==> src/rtl/pb_debouncer_pkg.sv <==
// Shared types and constants for the push-button debouncer and its synchroniser.
// No logic lives here; every design file imports this package.
`timescale 1ns/1ps
package pb_debouncer_pkg;

    typedef enum logic [1:0] {
        IDLE         = 2'd0,
        PRESS_WAIT   = 2'd1,
        PRESSED      = 2'd2,
        RELEASE_WAIT = 2'd3
    } pb_state_t;

    localparam int SYNC_STAGES = 2;

endpackage

==> src/rtl/sync_2ff.sv <==
// Two-flop synchroniser for a single asynchronous level; 2-cycle latency, no flow control.
// Reusable for any slow switch input that crosses into the clk domain.
`timescale 1ns/1ps
module sync_2ff
    import pb_debouncer_pkg::*;
(
    input  logic clk,
    input  logic reset,
    input  logic d,
    output logic q
);

    logic [SYNC_STAGES-1:0] r_sync;

    always_ff @(posedge clk or posedge reset) begin
        if (reset) begin
            r_sync <= '0;
        end else begin
            r_sync <= {r_sync[SYNC_STAGES-2:0], d};
        end
    end

    assign q = r_sync[SYNC_STAGES-1];

endmodule

==> src/rtl/pb_debouncer.sv <==
// Push-button conditioner: sync, stability filter, clean level plus press/release pulses.
// Latency DEBOUNCE_CYCLES+2 edges from first sample to output; no backpressure.
// Optional auto-repeat on held button: define PB_DEBOUNCER_REPEAT_EN.
`timescale 1ns/1ps
module pb_debouncer
    import pb_debouncer_pkg::*;
#(
    parameter int DEBOUNCE_CYCLES = 1000000,
    parameter int HOLD_CYCLES     = 50000000,
    parameter int REPEAT_CYCLES   = 10000000
)(
    input  logic clk,
    input  logic reset,
    input  logic btn_in,
    output logic btn_pressed,
    output logic press_pulse,
    output logic release_pulse
);

    localparam int               CNT_W    = $clog2(DEBOUNCE_CYCLES);
    localparam logic [CNT_W-1:0] CNT_LAST = CNT_W'(DEBOUNCE_CYCLES - 1);
    localparam logic [CNT_W-1:0] CNT_ONE  = CNT_W'(1);

    if (DEBOUNCE_CYCLES < 2 || HOLD_CYCLES < 1 || REPEAT_CYCLES < 1) begin : g_bad_params
        $error("pb_debouncer: DEBOUNCE_CYCLES must be >= 2, HOLD/REPEAT_CYCLES >= 1");
    end

    logic             w_btn_sync;
    logic             w_cnt_done;
    logic             w_repeat_fire;
    pb_state_t        r_state;
    logic [CNT_W-1:0] r_cnt;
    logic             r_btn_pressed;
    logic             r_press_pulse;
    logic             r_release_pulse;

    sync_2ff u_sync (
        .clk   (clk),
        .reset (reset),
        .d     (btn_in),
        .q     (w_btn_sync)
    );

    assign w_cnt_done = (r_cnt == CNT_LAST);

`ifdef PB_DEBOUNCER_REPEAT_EN
    localparam int                HOLD_W      = $clog2(HOLD_CYCLES + REPEAT_CYCLES);
    localparam logic [HOLD_W-1:0] HOLD_FIRST  = HOLD_W'(HOLD_CYCLES - 1);
    localparam logic [HOLD_W-1:0] HOLD_WRAP   = HOLD_W'(HOLD_CYCLES + REPEAT_CYCLES - 1);
    localparam logic [HOLD_W-1:0] HOLD_RELOAD = HOLD_W'(HOLD_CYCLES);
    localparam logic [HOLD_W-1:0] HOLD_ONE    = HOLD_W'(1);

    logic [HOLD_W-1:0] r_hold;

    // r_hold counts edges since the initial press pulse; it parks at HOLD_CYCLES after each repeat.
    assign w_repeat_fire = (r_state == PRESSED) && w_btn_sync &&
                           ((r_hold == HOLD_FIRST) || (r_hold == HOLD_WRAP));

    always_ff @(posedge clk or posedge reset) begin
        if (reset) begin
            r_hold <= '0;
        end else begin
            case (r_state)
                PRESSED: begin
                    if (w_btn_sync) begin
                        if (r_hold == HOLD_WRAP) begin
                            r_hold <= HOLD_RELOAD;
                        end else begin
                            r_hold <= r_hold + HOLD_ONE;
                        end
                    end
                end
                RELEASE_WAIT: r_hold <= r_hold;
                default:      r_hold <= '0;
            endcase
        end
    end
`else
    assign w_repeat_fire = 1'b0;
`endif

    always_ff @(posedge clk or posedge reset) begin
        if (reset) begin
            r_state         <= IDLE;
            r_cnt           <= '0;
            r_btn_pressed   <= 1'b0;
            r_press_pulse   <= 1'b0;
            r_release_pulse <= 1'b0;
        end else begin
            r_press_pulse   <= 1'b0;
            r_release_pulse <= 1'b0;
            case (r_state)
                IDLE: begin
                    r_btn_pressed <= 1'b0;
                    r_cnt         <= '0;
                    if (w_btn_sync) begin
                        r_state <= PRESS_WAIT;
                    end
                end
                PRESS_WAIT: begin
                    if (!w_btn_sync) begin
                        r_state <= IDLE;
                        r_cnt   <= '0;
                    end else if (w_cnt_done) begin
                        r_state       <= PRESSED;
                        r_cnt         <= '0;
                        r_btn_pressed <= 1'b1;
                        r_press_pulse <= 1'b1;
                    end else begin
                        r_cnt <= r_cnt + CNT_ONE;
                    end
                end
                PRESSED: begin
                    r_btn_pressed <= 1'b1;
                    r_cnt         <= '0;
                    if (!w_btn_sync) begin
                        r_state <= RELEASE_WAIT;
                    end else if (w_repeat_fire) begin
                        r_press_pulse <= 1'b1;
                    end
                end
                RELEASE_WAIT: begin
                    // A bounce back to 1 returns to PRESSED silently: the press was already reported.
                    if (w_btn_sync) begin
                        r_state <= PRESSED;
                        r_cnt   <= '0;
                    end else if (w_cnt_done) begin
                        r_state         <= IDLE;
                        r_cnt           <= '0;
                        r_btn_pressed   <= 1'b0;
                        r_release_pulse <= 1'b1;
                    end else begin
                        r_cnt <= r_cnt + CNT_ONE;
                    end
                end
                default: begin
                    r_state       <= IDLE;
                    r_cnt         <= '0;
                    r_btn_pressed <= 1'b0;
                end
            endcase
        end
    end

    assign btn_pressed   = r_btn_pressed;
    assign press_pulse   = r_press_pulse;
    assign release_pulse = r_release_pulse;

endmodule

==> config.mk <==
export PLATFORM = sky130hd
export DESIGN_NAME = pb_debouncer
export DESIGN_NICKNAME = d
export VERILOG_FILES = /design/src/rtl/pb_debouncer_pkg.sv /design/src/rtl/sync_2ff.sv /design/src/rtl/pb_debouncer.sv
export SDC_FILE = /design/constraint.sdc
export NUM_CORES = 1
export LEC_CHECK = 0
export ABC_AREA = 1
export ABC_CLOCK_PERIOD_IN_PS = 2350
export BUFFER_PORTS_ARGS = -buffer_cell sky130_fd_sc_hd__clkbuf_2
export CAP_MARGIN = 0
export CORE_UTILIZATION = 55
export CTS_CLUSTER_SIZE = 30
export DETAILED_ROUTE_END_ITERATION = 16
export PLACE_DENSITY = 0.73
export SLEW_MARGIN = 5
export SYNTH_ARGS = -nofsm -noshare
export SYNTH_HDL_FRONTEND = slang
export SYNTH_HIERARCHICAL = 1
export SYNTH_SLANG_ARGS = --single-unit
export TNS_END_PERCENT = 1
==> constraint.sdc <==
create_clock -name clk -period 2.35 [get_ports clk]
set_input_delay 0.47 -clock clk [delete_from_list [all_inputs] [get_ports clk]]
set_output_delay 0.47 -clock clk [all_outputs]
set_load 0.01 [all_outputs]
==> metrics.txt <==
RSZ-0062 raised after global routing=false; # IOs=6; Die X=57.1 µm; met1 Use GR=0.311; vias in the first global route=1,349; HP Class=input pin to flop; P per Cell Area=633 nW/µm²; Final Hold Viols=0; initial antenna violation count=0; postcts setup bufs=0; largest net degree at the start of global routing=26; f_max=618 MHz; Root Buffer=clkbuf_4; run status=completed; diode count=0; worst-margin pin slew=331 ps; CP Capture Type=flop; DRC viols=0; CTS tree=built; Via density=5.50; flops & latches, synth=27; PortBufs=5; placed instance count=245; DP HPWL=2.44 mm; Die ar.=3260 µm²; leakage power=0.780 nW; fraction of registers with async set/reset=1.00; Slew headroom=0.779; crit path launch type=flop; first-pass GRT wire length=5.80 mm; Slew Viols, Final=0; DRT iter0 DRCs=70; total CTS buffers=3; share of layout cells above drive strength 1=0.196; data arrival time of the critical path=1860 ps; Rows=19; cell with the most instances after synthesis=nand2_1; Syn Nets=219; critical-path cell list=ha_1, nand3_2, clkinv_2, nand4_2, nor2_4, nor2_8, inv_4, nor2_1; initial core utilization=0.595; crit share post-route=0.688; per-cell routed wire length=13.1 µm; TNS Setup=0 ps; fin nets=229; CP Class=flop to flop; Worst-path clk slew=150 ps; post_cts resized=0; clk_lat worst skew=330 ps; hold buffer count at cts=1; Post-synth top flop=dfrtp_1; Post-synth top cells=nand2_1, nor2_1, dfrtp_1; EDFF count, synth=0; Ys Warns=6; unique cell type count in the Yosys netlist=31; via count=1,376; Crit path required time=2590 ps; first drt pass iteration count=4; height of the die=57.1 µm; CTS sink count=27; Finished Layout Cells=250; worst vdd ir=318 µV; main area contributors after synthesis=dfrtp_1, nand2_1, nor2_1; Max stage delay on crit path=420 ps; WHS=234 ps; min cycle time layout=1620 ps; Detail Route Antenna Nets=0; area share of the largest cell type after synthesis=0.405; M2 GR Usage=0.383; H-tree Lvls=1; sequential area share after synthesis=0.405; CP Max Fanout=11; Final Skew=7.14 ps; CTS Buffer Depth=2; Post-Route WL=3.28 mm; Cells after Synth=210; synth-to-layout area growth=5.02%; Final Setup Violations=0; grt peak-use layer=met2; Slowest-stage cell, CP=dfrtp_1; Core Area=2810 µm²; Synth Cell Area=1670 µm²; max-cap violations=0; M3 GR Usage=0.0272; Total GRT Usage=0.230; Mapped Avg Cell Area=7.95 µm²; gpl congestion=0.915; GRT overflow=0; area leader, netlist=dfrtp_1
[cell usage in the layout (no fill, tap or decap)]
cell type,Yosys,routed
nand2_1,44,44
nor2_1,35,35
dfrtp_1,27,27
inv_1,19,19
nand3_1,13,13
nor2_2,11,11
nor3_1,7,7
nand4_1,6,6
xor2_1,6,6
ha_1,6,6
inv_2,5,5
clkbuf_2,0,5
o21ai_0,4,4
nand3_2,3,3
nor2_4,3,3
nor3_2,3,3
clkbuf_4,0,3
nand2_2,2,2
clkinv_2,1,2
a21oi_1,2,2
a21boi_4,1,1
nand4_2,1,1
nor2_8,1,1
inv_4,1,1
xnor2_1,1,1
nand3b_1,1,1
a31oi_1,1,1
o21ai_1,1,1
nor3b_1,1,1
or2_2,1,1
o21bai_1,1,1
dlygate4sd3_1,0,1
buf_4,0,1
[power by group]
part | internal, mW | switching, mW
clock | 0.0640 | 0.141
combinational | 0.131 | 0.227
sequential | 0.504 | 0.0419
total | 0.700 | 0.410
[layer usage]
| layer | wire, µm | vias up | part of all wire |
|---|---|---|---|
| met5 | 0 | - | 0 |
| met4 | 76 | 0 | 0.023 |
| met3 | 170 | 9 | 0.052 |
| met2 | 1520 | 44 | 0.46 |
| met1 | 1520 | 642 | 0.46 |
| li1 | - | 681 | - |
[final cells by class]
class / instances / area (µm²)
Clock buffer: 3 / 22.5
Tap cell: 31 / 38.8
Sequential cell: 27 / 676
Timing Repair Buffer: 7 / 42.5
Inverter: 26 / 101
Multi-Input combinational cell: 155 / 867
Fill cell: 251 / 1050
Clock inverter: 1 / 5.00
[cells by family (layout without fill, tap and decap cells)]
logic type,count (synthesis),count (layout),share of synthesized area
flops,27,27,0.405
buf+inv,28,37,0.0757
xor+xnor,7,7,0.0367
fa+ha+maj,6,6,0.0450
simple gates,132,132,0.397
compound gates,10,10,0.0405
[worst max-delay path: cells and delay by family, from the launching register on]
kind                     cells  cell delay [ps]
adder cells (fa/ha/maj)      1              250
buffers and inverters        2              260
AND/OR/NAND/NOR              5              590
flip-flops                   1              420
[through the flow]
stage | util | instance area [µm²] | setup WS [ps] | total power [mW]
floorplan | - | 1670 | 894 | 0.867
global placement | 0.612 | 1720 | 823 | 0.892
detailed placement | 0.612 | 1720 | 755 | 0.917
CTS | 0.625 | 1750 | 729 | 1.12
global route | 0.625 | 1750 | 620 | 1.19
finish | 0.625 | 1750 | 732 | 1.11
[worst paths after layout]
path,startpoint,to,slack (ps),cells past startpoint
setup / recovery,r_cnt[0]$_DFF_PP0_,r_cnt[14]$_DFF_PP0_,730,8
hold / removal,btn_in,u_sync/r_sync[0]$_DFF_PP0_,230,1
setup reg to reg,r_cnt[0]$_DFF_PP0_,r_cnt[14]$_DFF_PP0_,730,8
hold reg to reg,u_sync/r_sync[0]$_DFF_PP0_,u_sync/r_sync[1]$_DFF_PP0_,380,0
max in group asynchronous,reset,r_cnt[4]$_DFF_PP0_,1350,4
min in group asynchronous,reset,u_sync/r_sync[1]$_DFF_PP0_,540,3
[flip-flops by register name (all words and copies together) (netlist names), named ones only]
name / flops
btn_pressed: 1
press_pulse: 1
r_cnt: 20
r_state: 1
release_pulse: 1
u_sync/r_sync: 2
(Power assumes the default switching activity.)
